### src/rtl/vec_alu_issue_seq_if.sv
// rtl/vec_alu_issue_seq_if.sv - instruction and beat handshake bundle for the vector ALU issue sequencer
interface vec_alu_issue_seq_if #(
  parameter int VLEN_MAX = 16,
  parameter int LANES    = 4
);
  localparam int VW = $clog2(VLEN_MAX + 1);
  localparam int EW = $clog2(VLEN_MAX);

  logic             in_valid;
  logic             in_ready;
  logic             alu_op;
  logic [3:0]       funct;
  logic [VW-1:0]    vlen;
  logic             out_valid;
  logic             out_ready;
  logic [2:0]       alu_control;
  logic             src_a;
  logic [LANES-1:0] lane_mask;
  logic [EW-1:0]    elem_base;
  logic             last;
  logic             illegal;
  logic             busy;

  modport master (
    output in_valid, alu_op, funct, vlen, out_ready,
    input  in_ready, out_valid, alu_control, src_a, lane_mask, elem_base, last, illegal, busy
  );

  modport slave (
    input  in_valid, alu_op, funct, vlen, out_ready,
    output in_ready, out_valid, alu_control, src_a, lane_mask, elem_base, last, illegal, busy
  );
endinterface

### src/rtl/vec_alu_issue_seq.sv
// rtl/vec_alu_issue_seq.sv - vector ALU decode and beat sequencer with DIV pacing (optional VEC_ALU_PERF_CNT_EN counters)
module vec_alu_issue_seq #(
  parameter int VLEN_MAX   = 16,
  parameter int LANES      = 4,
  parameter int DIV_CYCLES = 4
) (
  input  logic                 clk,
  input  logic                 rst_n,
  vec_alu_issue_seq_if.slave   bus
`ifdef VEC_ALU_PERF_CNT_EN
  ,
  output logic [31:0]          perf_beats,
  output logic [31:0]          perf_stall,
  output logic [15:0]          perf_illegal
`endif
);
  localparam int VW = $clog2(VLEN_MAX + 1);
  localparam int EW = $clog2(VLEN_MAX);
  localparam int AW = VW + 2;
  localparam int CW = (DIV_CYCLES > 1) ? $clog2(DIV_CYCLES) : 1;
  localparam logic [CW-1:0] DIV_INIT = (DIV_CYCLES > 1) ? CW'(DIV_CYCLES - 2) : '0;
  localparam logic [VW-1:0] VMAX     = VW'(VLEN_MAX);
  localparam logic [AW-1:0] LANES_A  = AW'(LANES);

  localparam logic [1:0] S_IDLE     = 2'd0;
  localparam logic [1:0] S_DIV_WAIT = 2'd1;
  localparam logic [1:0] S_ISSUE    = 2'd2;

  logic [1:0]       r_state,       w_nxt_state;
  logic [CW-1:0]    r_div_cnt,     w_nxt_div_cnt;
  logic [VW-1:0]    r_vlen,        w_nxt_vlen;
  logic             r_is_div,      w_nxt_is_div;
  logic             r_out_valid,   w_nxt_out_valid;
  logic [2:0]       r_alu_control, w_nxt_alu_control;
  logic             r_src_a,       w_nxt_src_a;
  logic [LANES-1:0] r_lane_mask,   w_nxt_lane_mask;
  logic [EW-1:0]    r_elem_base,   w_nxt_elem_base;
  logic             r_last,        w_nxt_last;
  logic             r_illegal,     w_nxt_illegal;
  logic             r_in_ready,    w_nxt_in_ready;
  logic             r_busy,        w_nxt_busy;

  logic [2:0]    w_dec_alu;
  logic          w_dec_src;
  logic          w_dec_ill;
  logic          w_dec_div;
  logic [VW-1:0] w_vlen_c;
  logic [AW-1:0] w_next_base;

  // Lane i is enabled when its element index falls inside the clamped vector
  function automatic logic [LANES-1:0] f_mask(input logic [AW-1:0] base, input logic [VW-1:0] len);
    logic [LANES-1:0] m;
    for (int i = 0; i < LANES; i++) begin
      m[i] = (base + AW'(i)) < AW'(len);
    end
    return m;
  endfunction

  assign w_vlen_c    = (bus.vlen > VMAX) ? VMAX : bus.vlen;
  assign w_next_base = AW'(r_elem_base) + LANES_A;

  // Instruction decode into ALUControl/SrcA plus illegal and DIV flags
  always_comb begin
    w_dec_alu = 3'b111;
    w_dec_src = 1'b0;
    w_dec_ill = 1'b0;
    w_dec_div = 1'b0;
    if (bus.alu_op) begin
      case (bus.funct[2:0])
        3'b000: w_dec_alu = 3'b000;
        3'b001: w_dec_alu = 3'b001;
        3'b011: w_dec_alu = 3'b011;
        3'b100: begin
          w_dec_alu = 3'b100;
          w_dec_div = 1'b1;
        end
        3'b101: w_dec_alu = 3'b101;
        3'b010: begin
          if (bus.funct[3]) begin
            w_dec_alu = 3'b000;
            w_dec_src = 1'b1;
          end else begin
            w_dec_ill = 1'b1;
          end
        end
        3'b111: w_dec_ill = ~bus.funct[3];
        default: w_dec_ill = 1'b1;
      endcase
    end
  end

  // Next-state and next-beat computation; every output is then registered
  always_comb begin
    w_nxt_state       = r_state;
    w_nxt_div_cnt     = r_div_cnt;
    w_nxt_vlen        = r_vlen;
    w_nxt_is_div      = r_is_div;
    w_nxt_out_valid   = r_out_valid;
    w_nxt_alu_control = r_alu_control;
    w_nxt_src_a       = r_src_a;
    w_nxt_lane_mask   = r_lane_mask;
    w_nxt_elem_base   = r_elem_base;
    w_nxt_last        = r_last;
    w_nxt_illegal     = r_illegal;
    w_nxt_in_ready    = r_in_ready;
    w_nxt_busy        = r_busy;
    case (r_state)
      S_IDLE: begin
        if (bus.in_valid) begin
          w_nxt_vlen        = w_vlen_c;
          w_nxt_is_div      = w_dec_div;
          w_nxt_alu_control = w_dec_alu;
          w_nxt_src_a       = w_dec_src;
          w_nxt_illegal     = w_dec_ill;
          w_nxt_elem_base   = '0;
          w_nxt_in_ready    = 1'b0;
          w_nxt_busy        = 1'b1;
          if (w_dec_ill) begin
            w_nxt_lane_mask = '0;
            w_nxt_last      = 1'b1;
          end else begin
            w_nxt_lane_mask = f_mask('0, w_vlen_c);
            w_nxt_last      = AW'(w_vlen_c) <= LANES_A;
          end
          if (w_dec_div && (DIV_CYCLES > 1)) begin
            w_nxt_state   = S_DIV_WAIT;
            w_nxt_div_cnt = DIV_INIT;
          end else begin
            w_nxt_state     = S_ISSUE;
            w_nxt_out_valid = 1'b1;
          end
        end
      end
      S_DIV_WAIT: begin
        if (r_div_cnt == '0) begin
          w_nxt_state     = S_ISSUE;
          w_nxt_out_valid = 1'b1;
        end else begin
          w_nxt_div_cnt = r_div_cnt - 1'b1;
        end
      end
      S_ISSUE: begin
        if (bus.out_ready) begin
          if (r_last) begin
            w_nxt_state     = S_IDLE;
            w_nxt_out_valid = 1'b0;
            w_nxt_in_ready  = 1'b1;
            w_nxt_busy      = 1'b0;
          end else begin
            w_nxt_elem_base = w_next_base[EW-1:0];
            w_nxt_lane_mask = f_mask(w_next_base, r_vlen);
            w_nxt_last      = (w_next_base + LANES_A) >= AW'(r_vlen);
            if (r_is_div && (DIV_CYCLES > 1)) begin
              w_nxt_state     = S_DIV_WAIT;
              w_nxt_div_cnt   = DIV_INIT;
              w_nxt_out_valid = 1'b0;
            end
          end
        end
      end
      default: begin
        w_nxt_state     = S_IDLE;
        w_nxt_out_valid = 1'b0;
        w_nxt_in_ready  = 1'b1;
        w_nxt_busy      = 1'b0;
      end
    endcase
  end

  // State and beat registers; reset drops any instruction in flight
  always_ff @(posedge clk or negedge rst_n) begin
    if (!rst_n) begin
      r_state       <= S_IDLE;
      r_div_cnt     <= '0;
      r_vlen        <= '0;
      r_is_div      <= 1'b0;
      r_out_valid   <= 1'b0;
      r_alu_control <= 3'b111;
      r_src_a       <= 1'b0;
      r_lane_mask   <= '0;
      r_elem_base   <= '0;
      r_last        <= 1'b0;
      r_illegal     <= 1'b0;
      r_in_ready    <= 1'b1;
      r_busy        <= 1'b0;
    end else begin
      r_state       <= w_nxt_state;
      r_div_cnt     <= w_nxt_div_cnt;
      r_vlen        <= w_nxt_vlen;
      r_is_div      <= w_nxt_is_div;
      r_out_valid   <= w_nxt_out_valid;
      r_alu_control <= w_nxt_alu_control;
      r_src_a       <= w_nxt_src_a;
      r_lane_mask   <= w_nxt_lane_mask;
      r_elem_base   <= w_nxt_elem_base;
      r_last        <= w_nxt_last;
      r_illegal     <= w_nxt_illegal;
      r_in_ready    <= w_nxt_in_ready;
      r_busy        <= w_nxt_busy;
    end
  end

  assign bus.in_ready    = r_in_ready;
  assign bus.out_valid   = r_out_valid;
  assign bus.alu_control = r_alu_control;
  assign bus.src_a       = r_src_a;
  assign bus.lane_mask   = r_lane_mask;
  assign bus.elem_base   = r_elem_base;
  assign bus.last        = r_last;
  assign bus.illegal     = r_illegal;
  assign bus.busy        = r_busy;

`ifdef VEC_ALU_PERF_CNT_EN
  logic [31:0] r_perf_beats;
  logic [31:0] r_perf_stall;
  logic [15:0] r_perf_illegal;

  // Saturating counters for beat handshakes, stalled beats and illegal accepts
  always_ff @(posedge clk or negedge rst_n) begin
    if (!rst_n) begin
      r_perf_beats   <= '0;
      r_perf_stall   <= '0;
      r_perf_illegal <= '0;
    end else begin
      if (r_out_valid && bus.out_ready && (r_perf_beats != '1)) begin
        r_perf_beats <= r_perf_beats + 1'b1;
      end
      if (r_out_valid && !bus.out_ready && (r_perf_stall != '1)) begin
        r_perf_stall <= r_perf_stall + 1'b1;
      end
      if ((r_state == S_IDLE) && bus.in_valid && w_dec_ill && (r_perf_illegal != '1)) begin
        r_perf_illegal <= r_perf_illegal + 1'b1;
      end
    end
  end

  assign perf_beats   = r_perf_beats;
  assign perf_stall   = r_perf_stall;
  assign perf_illegal = r_perf_illegal;
`endif
endmodule

### src/flat_wrapper.sv
// flat-port wrapper written by rule: the top's interface ports become plain ports
module vec_alu_issue_seq_flat 
#(
  parameter int VLEN_MAX   = 16,
  parameter int LANES      = 4,
  parameter int DIV_CYCLES = 4
)
  (clk, rst_n, bus_in_valid, bus_alu_op, bus_funct, bus_vlen, bus_out_ready, bus_in_ready, bus_out_valid, bus_alu_control, bus_src_a, bus_lane_mask, bus_elem_base, bus_last, bus_illegal, bus_busy);
  vec_alu_issue_seq_if #(.VLEN_MAX(VLEN_MAX), .LANES(LANES)) bus_i ();
  input  logic clk;
  input  logic rst_n;
  input wire logic [$bits(bus_i.in_valid)-1:0] bus_in_valid;
  input wire logic [$bits(bus_i.alu_op)-1:0] bus_alu_op;
  input wire logic [$bits(bus_i.funct)-1:0] bus_funct;
  input wire logic [$bits(bus_i.vlen)-1:0] bus_vlen;
  input wire logic [$bits(bus_i.out_ready)-1:0] bus_out_ready;
  output wire logic [$bits(bus_i.in_ready)-1:0] bus_in_ready;
  output wire logic [$bits(bus_i.out_valid)-1:0] bus_out_valid;
  output wire logic [$bits(bus_i.alu_control)-1:0] bus_alu_control;
  output wire logic [$bits(bus_i.src_a)-1:0] bus_src_a;
  output wire logic [$bits(bus_i.lane_mask)-1:0] bus_lane_mask;
  output wire logic [$bits(bus_i.elem_base)-1:0] bus_elem_base;
  output wire logic [$bits(bus_i.last)-1:0] bus_last;
  output wire logic [$bits(bus_i.illegal)-1:0] bus_illegal;
  output wire logic [$bits(bus_i.busy)-1:0] bus_busy;
  assign bus_i.in_valid = bus_in_valid;
  assign bus_i.alu_op = bus_alu_op;
  assign bus_i.funct = bus_funct;
  assign bus_i.vlen = bus_vlen;
  assign bus_i.out_ready = bus_out_ready;
  assign bus_in_ready = bus_i.in_ready;
  assign bus_out_valid = bus_i.out_valid;
  assign bus_alu_control = bus_i.alu_control;
  assign bus_src_a = bus_i.src_a;
  assign bus_lane_mask = bus_i.lane_mask;
  assign bus_elem_base = bus_i.elem_base;
  assign bus_last = bus_i.last;
  assign bus_illegal = bus_i.illegal;
  assign bus_busy = bus_i.busy;
  vec_alu_issue_seq #(.VLEN_MAX(VLEN_MAX), .LANES(LANES), .DIV_CYCLES(DIV_CYCLES)) u_core (.clk(clk), .rst_n(rst_n), .bus(bus_i));
endmodule
### config.mk
export PLATFORM = sky130hd
export DESIGN_NAME = vec_alu_issue_seq_flat
export DESIGN_NICKNAME = d
export VERILOG_FILES = /design/src/rtl/vec_alu_issue_seq_if.sv /design/src/rtl/vec_alu_issue_seq.sv /design/src/flat_wrapper.sv
export SDC_FILE = /design/constraint.sdc
export NUM_CORES = 1
export LEC_CHECK = 0
export CORE_MARGIN = 10
export CORE_UTILIZATION = 46
export CTS_BUF_LIST = sky130_fd_sc_hd__clkbuf_2
export DETAILED_ROUTE_END_ITERATION = 10
export GPL_ROUTABILITY_DRIVEN = 0
export PLACE_DENSITY = 0.76
export SLEW_MARGIN = 20
export SYNTH_ARGS = -nofsm -noshare
export SYNTH_HDL_FRONTEND = slang
export SYNTH_SLANG_ARGS = --single-unit
### constraint.sdc
create_clock -name clk -period 3.2 [get_ports clk]
set_clock_uncertainty 0.2 [all_clocks]
set_input_delay 0.48 -clock clk [delete_from_list [all_inputs] [get_ports clk]]
set_output_delay 0.48 -clock clk [all_outputs]
set_load 0.03 [all_outputs]
# Word-level counts from Yosys, hierarchy flattened
# Index checks and enable logic that the tools add are counted.
# totals
output_inout_bits	17
ff_bits	27
input_bits	14
wordCells	118
# op_classes
n_lt_le_gt_ge	11
addsub	6
bitwise	2
mux	55
eq_ne	18
n_reduce_logical	13
# op_table
operator	count
7-bit by 5-bit less-than comparator with 1-bit output	4
4-bit 2-to-1 mux	7
2-bit 2-to-1 mux	12
1-bit 2-to-1 mux	23
3-bit one-hot mux with 6 select lines	1
4-bit one-hot mux with 2 select lines	2
7-bit by 2-bit adder with 7-bit output (second input constant)	2
1-bit one-hot mux with 3 select lines	4
2-bit one-hot mux with 3 select lines	2
4-bit AND reduction	3
1-bit by 5-bit less-than comparator with 1-bit output (first input constant)	2
2-bit by 5-bit less-than comparator with 1-bit output (first input constant)	2
2-bit != test (second input constant)	5
3-bit == test (second input constant)	3
2-bit by 1-bit != test with 1-bit output (second input constant)	4
7-bit by 1-bit adder with 7-bit output (second input constant)	1
7-bit by 3-bit adder with 7-bit output (second input constant)	1
7-bit by 5-bit >= comparator with 1-bit output	1
7-bit AND reduction	1
3-bit by 2-bit == test with 1-bit output (second input constant)	2
3-bit 2-to-1 mux	2
4-bit by 3-bit adder with 5-bit output (second input constant)	1
5-bit greater-than comparator (second input constant)	1
5-bit by 3-bit <= comparator with 1-bit output (second input constant)	1
other kinds (16)	18

# Depth between registers and ports, before layout
# depth
ltp_word	7
mapped_depth	8
mapped_depth_nobuf	8

# Least setup slack after synthesis
# No wires, ideal clock.
# synth_timing
path_type	reg2reg
startpoint	reg u_core.r_elem_base[2], in the netlist u_core.bus.elem_base[2]
endpoint	reg u_core.r_last, in the netlist u_core.bus.last
synth_period_minus_slack_ps	2458
setup_time_ps	125
stages_incl_launch_ff	9
arrival_ps	2134
path_slack_ps	742
t_required_ps	2875
cell_sequence	dfrtp_1 > inv_1 > ha_1 > xor2_1 > ha_1 > nor4b_1 > o21ai_0 > a32oi_1 > mux2_2
# synth_between
elab_chain_cells	6
# synth_rtl
item	line_no	source
from (decl)	vec_alu_issue_seq.sv:37	logic [EW-1:0] r_elem_base, w_nxt_elem_base;
from (signal assigned)	vec_alu_issue_seq.sv:195	r_elem_base <= w_nxt_elem_base;
4-bit by 3-bit adder with 5-bit output	vec_alu_issue_seq.sv:60	assign w_next_base = AW'(r_elem_base) + LANES_A;
7-bit by 3-bit adder with 7-bit output	vec_alu_issue_seq.sv:152	w_nxt_last = (w_next_base + LANES_A) >= AW'(r_vlen);
7-bit by 5-bit >= comparator with 1-bit output	vec_alu_issue_seq.sv:152	
1-bit 2-to-1 mux	vec_alu_issue_seq.sv:144	if (r_last) begin
1-bit 2-to-1 mux	vec_alu_issue_seq.sv:143	if (bus.out_ready) begin
1-bit one-hot mux with 2 select lines	vec_alu_issue_seq.sv:107	case (r_state)
to (signal assigned)	vec_alu_issue_seq.sv:196	r_last <= w_nxt_last;
to (decl)	vec_alu_issue_seq.sv:38	logic r_last, w_nxt_last;
# No other way between the ends. The select of a mux whose other input is x is not followed.
# A chain may end at the register's enable or synchronous reset.

# Final worst setup path
# Same ends and word-level chain as after synthesis.

==> results.toml <==
[status]
outcome = "finished, final reports clean"

[yosys]
synthDominantAreaCellType = "dfrtp_1"
synth_adder_area_share = 0.0899
yosys.cell_count.top_type = "dfrtp_1"
async_reset_ff_frac = 1.00
post_synth_xor_area_fraction = 0.0114
synth-seq-area-share = 0.412
post_synth_inst_count = 162
synth-simple-area-share = 0.195
syn-cell-area_um2 = 1530
dominant_combinational_cell_family_by_area_after_synthesis = "compound AO/OA/AOI/OAI gates"
synth.area.top_cells = "dfrtp_1 34%, ha_1 9.0%, dfstp_2 6.9%"
post-synth-top-area-fraction = 0.343
synth_enable_flop_cells = 0
ys_dominant_reg_cell = "dfrtp_1"
yosysUniqueCellTypes = 47
synth_top_cells_by_count = "21 x dfrtp_1, 13 x nand2_1, 13 x nor2_1, 11 x ha_1, 11 x inv_1"
share_of_the_synthesized_area_in_compound_gates_ao_oa_aoi_oai = 0.197
synth_seq_cells = 25
syn_avg_cell_area_um2 = 9.45
yosys_warnings = 0
yosys-mux-area-fraction = 0.0286

[clocking]
clock_sink_count = 25
cts-buffers-inserted = 3
cts-hold-fix-buffers = 0
number_of_post_cts_setup_repair_buffers = 0
number_of_gates_resized_after_cts = 0
cts_tree = "done"
clk_path_buf_depth = 2
clock_tree.htree_level_count = 1
clkLatencyLatePin_ps = 350
clkTransAtPathRegs_ps = 240
clock_tree.root_cell = "clkbuf_2"

[die]
die_h_um = 77.7
area_of_the_die_um2 = 6030
core_area_um2 = 3130
floorplan.rows = 20
die-width_um = 77.7
io_pins = 31
initial_utilization = 0.489

[sta]
final.min_clock_period_ps = 2460
timing.fmax_ghz = 0.407
timing.final.crit_share = 0.769
setup_viol_count_final = 0
final_max_slew_viol_count = 0
setup_total_negative_slack_ps = 0
final_layout_worst_hold_slack_ps = 245
grt_setup_unrepaired = "false"
timing_hold_violations_final = 0

[worst_setup_path]
path_max_fanout = 8
critical_path_rt_ps = 3260
timing.setup.critical_path_class = "flop to flop"
critPathCaptureType = "flop"
worst_endpoint_data_arrival_time_ps = 2520
cp-start-kind = "flop"

[detailed_routing]
drt_first_pass_iters = 4
vias_per_std_cell = 5.54
vias = 1297
detail_route.iter0.violations = 81
finalWirelength_mm = 3.58
ant_nets = 0
drc = 0
avgRoutedWirePerCell_um = 15.3

[global_route]
grt_use_total = 0.124
grt_first_pass_wirelength_mm = 6.36
vias_in_the_first_global_route = 1394
global_route_overflow = 0
grt_start_max_net_pins = 26
antenna_found_initial = 0

[pwr]
leakage_nw = 0.818
totalPowerFinal_mw = 1.79
vdd_drop_max_uv = 447
power_density_nw_per_um2 = 965

[placement]
place.port_buffers = 28
post-dp-hpwl_mm = 2.78

[final_layout]
multi_input_comb_area_um2 = 806
area_delta_synth_final_pct = 21.0
register_area_um2 = 631
insertedDiodeCount = 0
num-fill-cells = 288
finish.net_count = 216
drive_above_1_share = 0.0895

[job]
maxCapViolCount = 0

[min_path]
min-delay-path-class = "primary input to asynchronous set/reset pin"
[cells by family (layout without fill, tap and decap cells)]
group	Yosys count	after routing
AO/OA/AOI/OAI	46	46
XOR/XNOR	2	2
adder cells (fa/ha/maj)	11	11
buffers and inverters	19	46
flip-flops	25	25
multiplexers	4	4
other	1	2
AND/OR/NAND/NOR	54	54
[where the power goes]
group | internal (mW) | switching (mW)
combinational | 0.465 | 0.600
clock | 0.0330 | 0.0952
sequential | 0.457 | 0.137
[metrics by stage]
step / instances / worst slack (ps) / utilization / instance area (um2)
finish: 234 / 740 / 0.592 / 1850
detailed placement: 230 / 764 / 0.586 / 1830
global route: 234 / 526 / 0.592 / 1850
global placement: 230 / 801 / 0.586 / 1830
CTS: 234 / 727 / 0.592 / 1850
floorplan: 163 / 742 / - / 1530
[final cells by class]
type                    count  area share
clock buffers               4      0.0108
flip-flops and latches     25       0.341
well taps                  44      0.0297
multi-input cells         119       0.435
inverters                  12      0.0243
repair buffers             30       0.159
[worst paths after layout]
path,slack [ps],end,start,cells past startpoint
setup / recovery,740,u_core.bus.last,u_core.bus.elem_base[2],8
min in group clk,320,u_core.bus.alu_control[1],u_core.bus.alu_control[1],2
hold reg to reg,320,u_core.bus.alu_control[1],u_core.bus.alu_control[1],2
hold / removal,250,u_core.bus.lane_mask[0],rst_n,2
setup reg to reg,740,u_core.bus.last,u_core.bus.elem_base[2],8
max in group asynchronous,2240,u_core.bus.alu_control[0],rst_n,2
[worst max-delay path, cell delays in order (launching register included)]
cell and delay (ps):
dfrtp_1 550, inv_1 120, ha_1 370, xor2_1 180, ha_1 300, nor4b_1 150, o21ai_0 160, a32oi_1 70
mux2_2 280
[cells in the final DEF, fill, tap and decap left out, types with 5 or more instances in the layout]
cell / instances
a21oi_1: 10
a31oi_1: 5
clkdlybuf4s50_1: 28
dfrtp_1: 21
ha_1: 11
inv_1: 11
nand2_1: 13
nand3_1: 5
nor2_1: 13
o21ai_0: 5
o21ai_1: 5
[sequential cells by signal (all words and copies together) (netlist names)]
register	cells
u_core.r_state	2
u_core.r_vlen	5
u_core.bus.src_a	1
u_core.r_is_div	1
u_core.bus.lane_mask	4
u_core.bus.illegal	1
u_core.r_div_cnt	2
u_core.bus.alu_control	3
u_core.bus.in_ready	1
u_core.bus.last	1
u_core.bus.elem_base	2
u_core.bus.out_valid	1
u_core.bus.busy	1
[layer usage]
| layer | track usage | wire length [um] | up-vias |
|---|---|---|---|
| met5 | 0 | 0 | - |
| met4 | 0.0493 | 51 | 0 |
| met3 | 0.0438 | 279 | 7 |
| met2 | 0.209 | 1730 | 48 |
| met1 | 0.140 | 1520 | 605 |
| li1 | - | - | 637 |
Power figures use the tool's default switching activity.
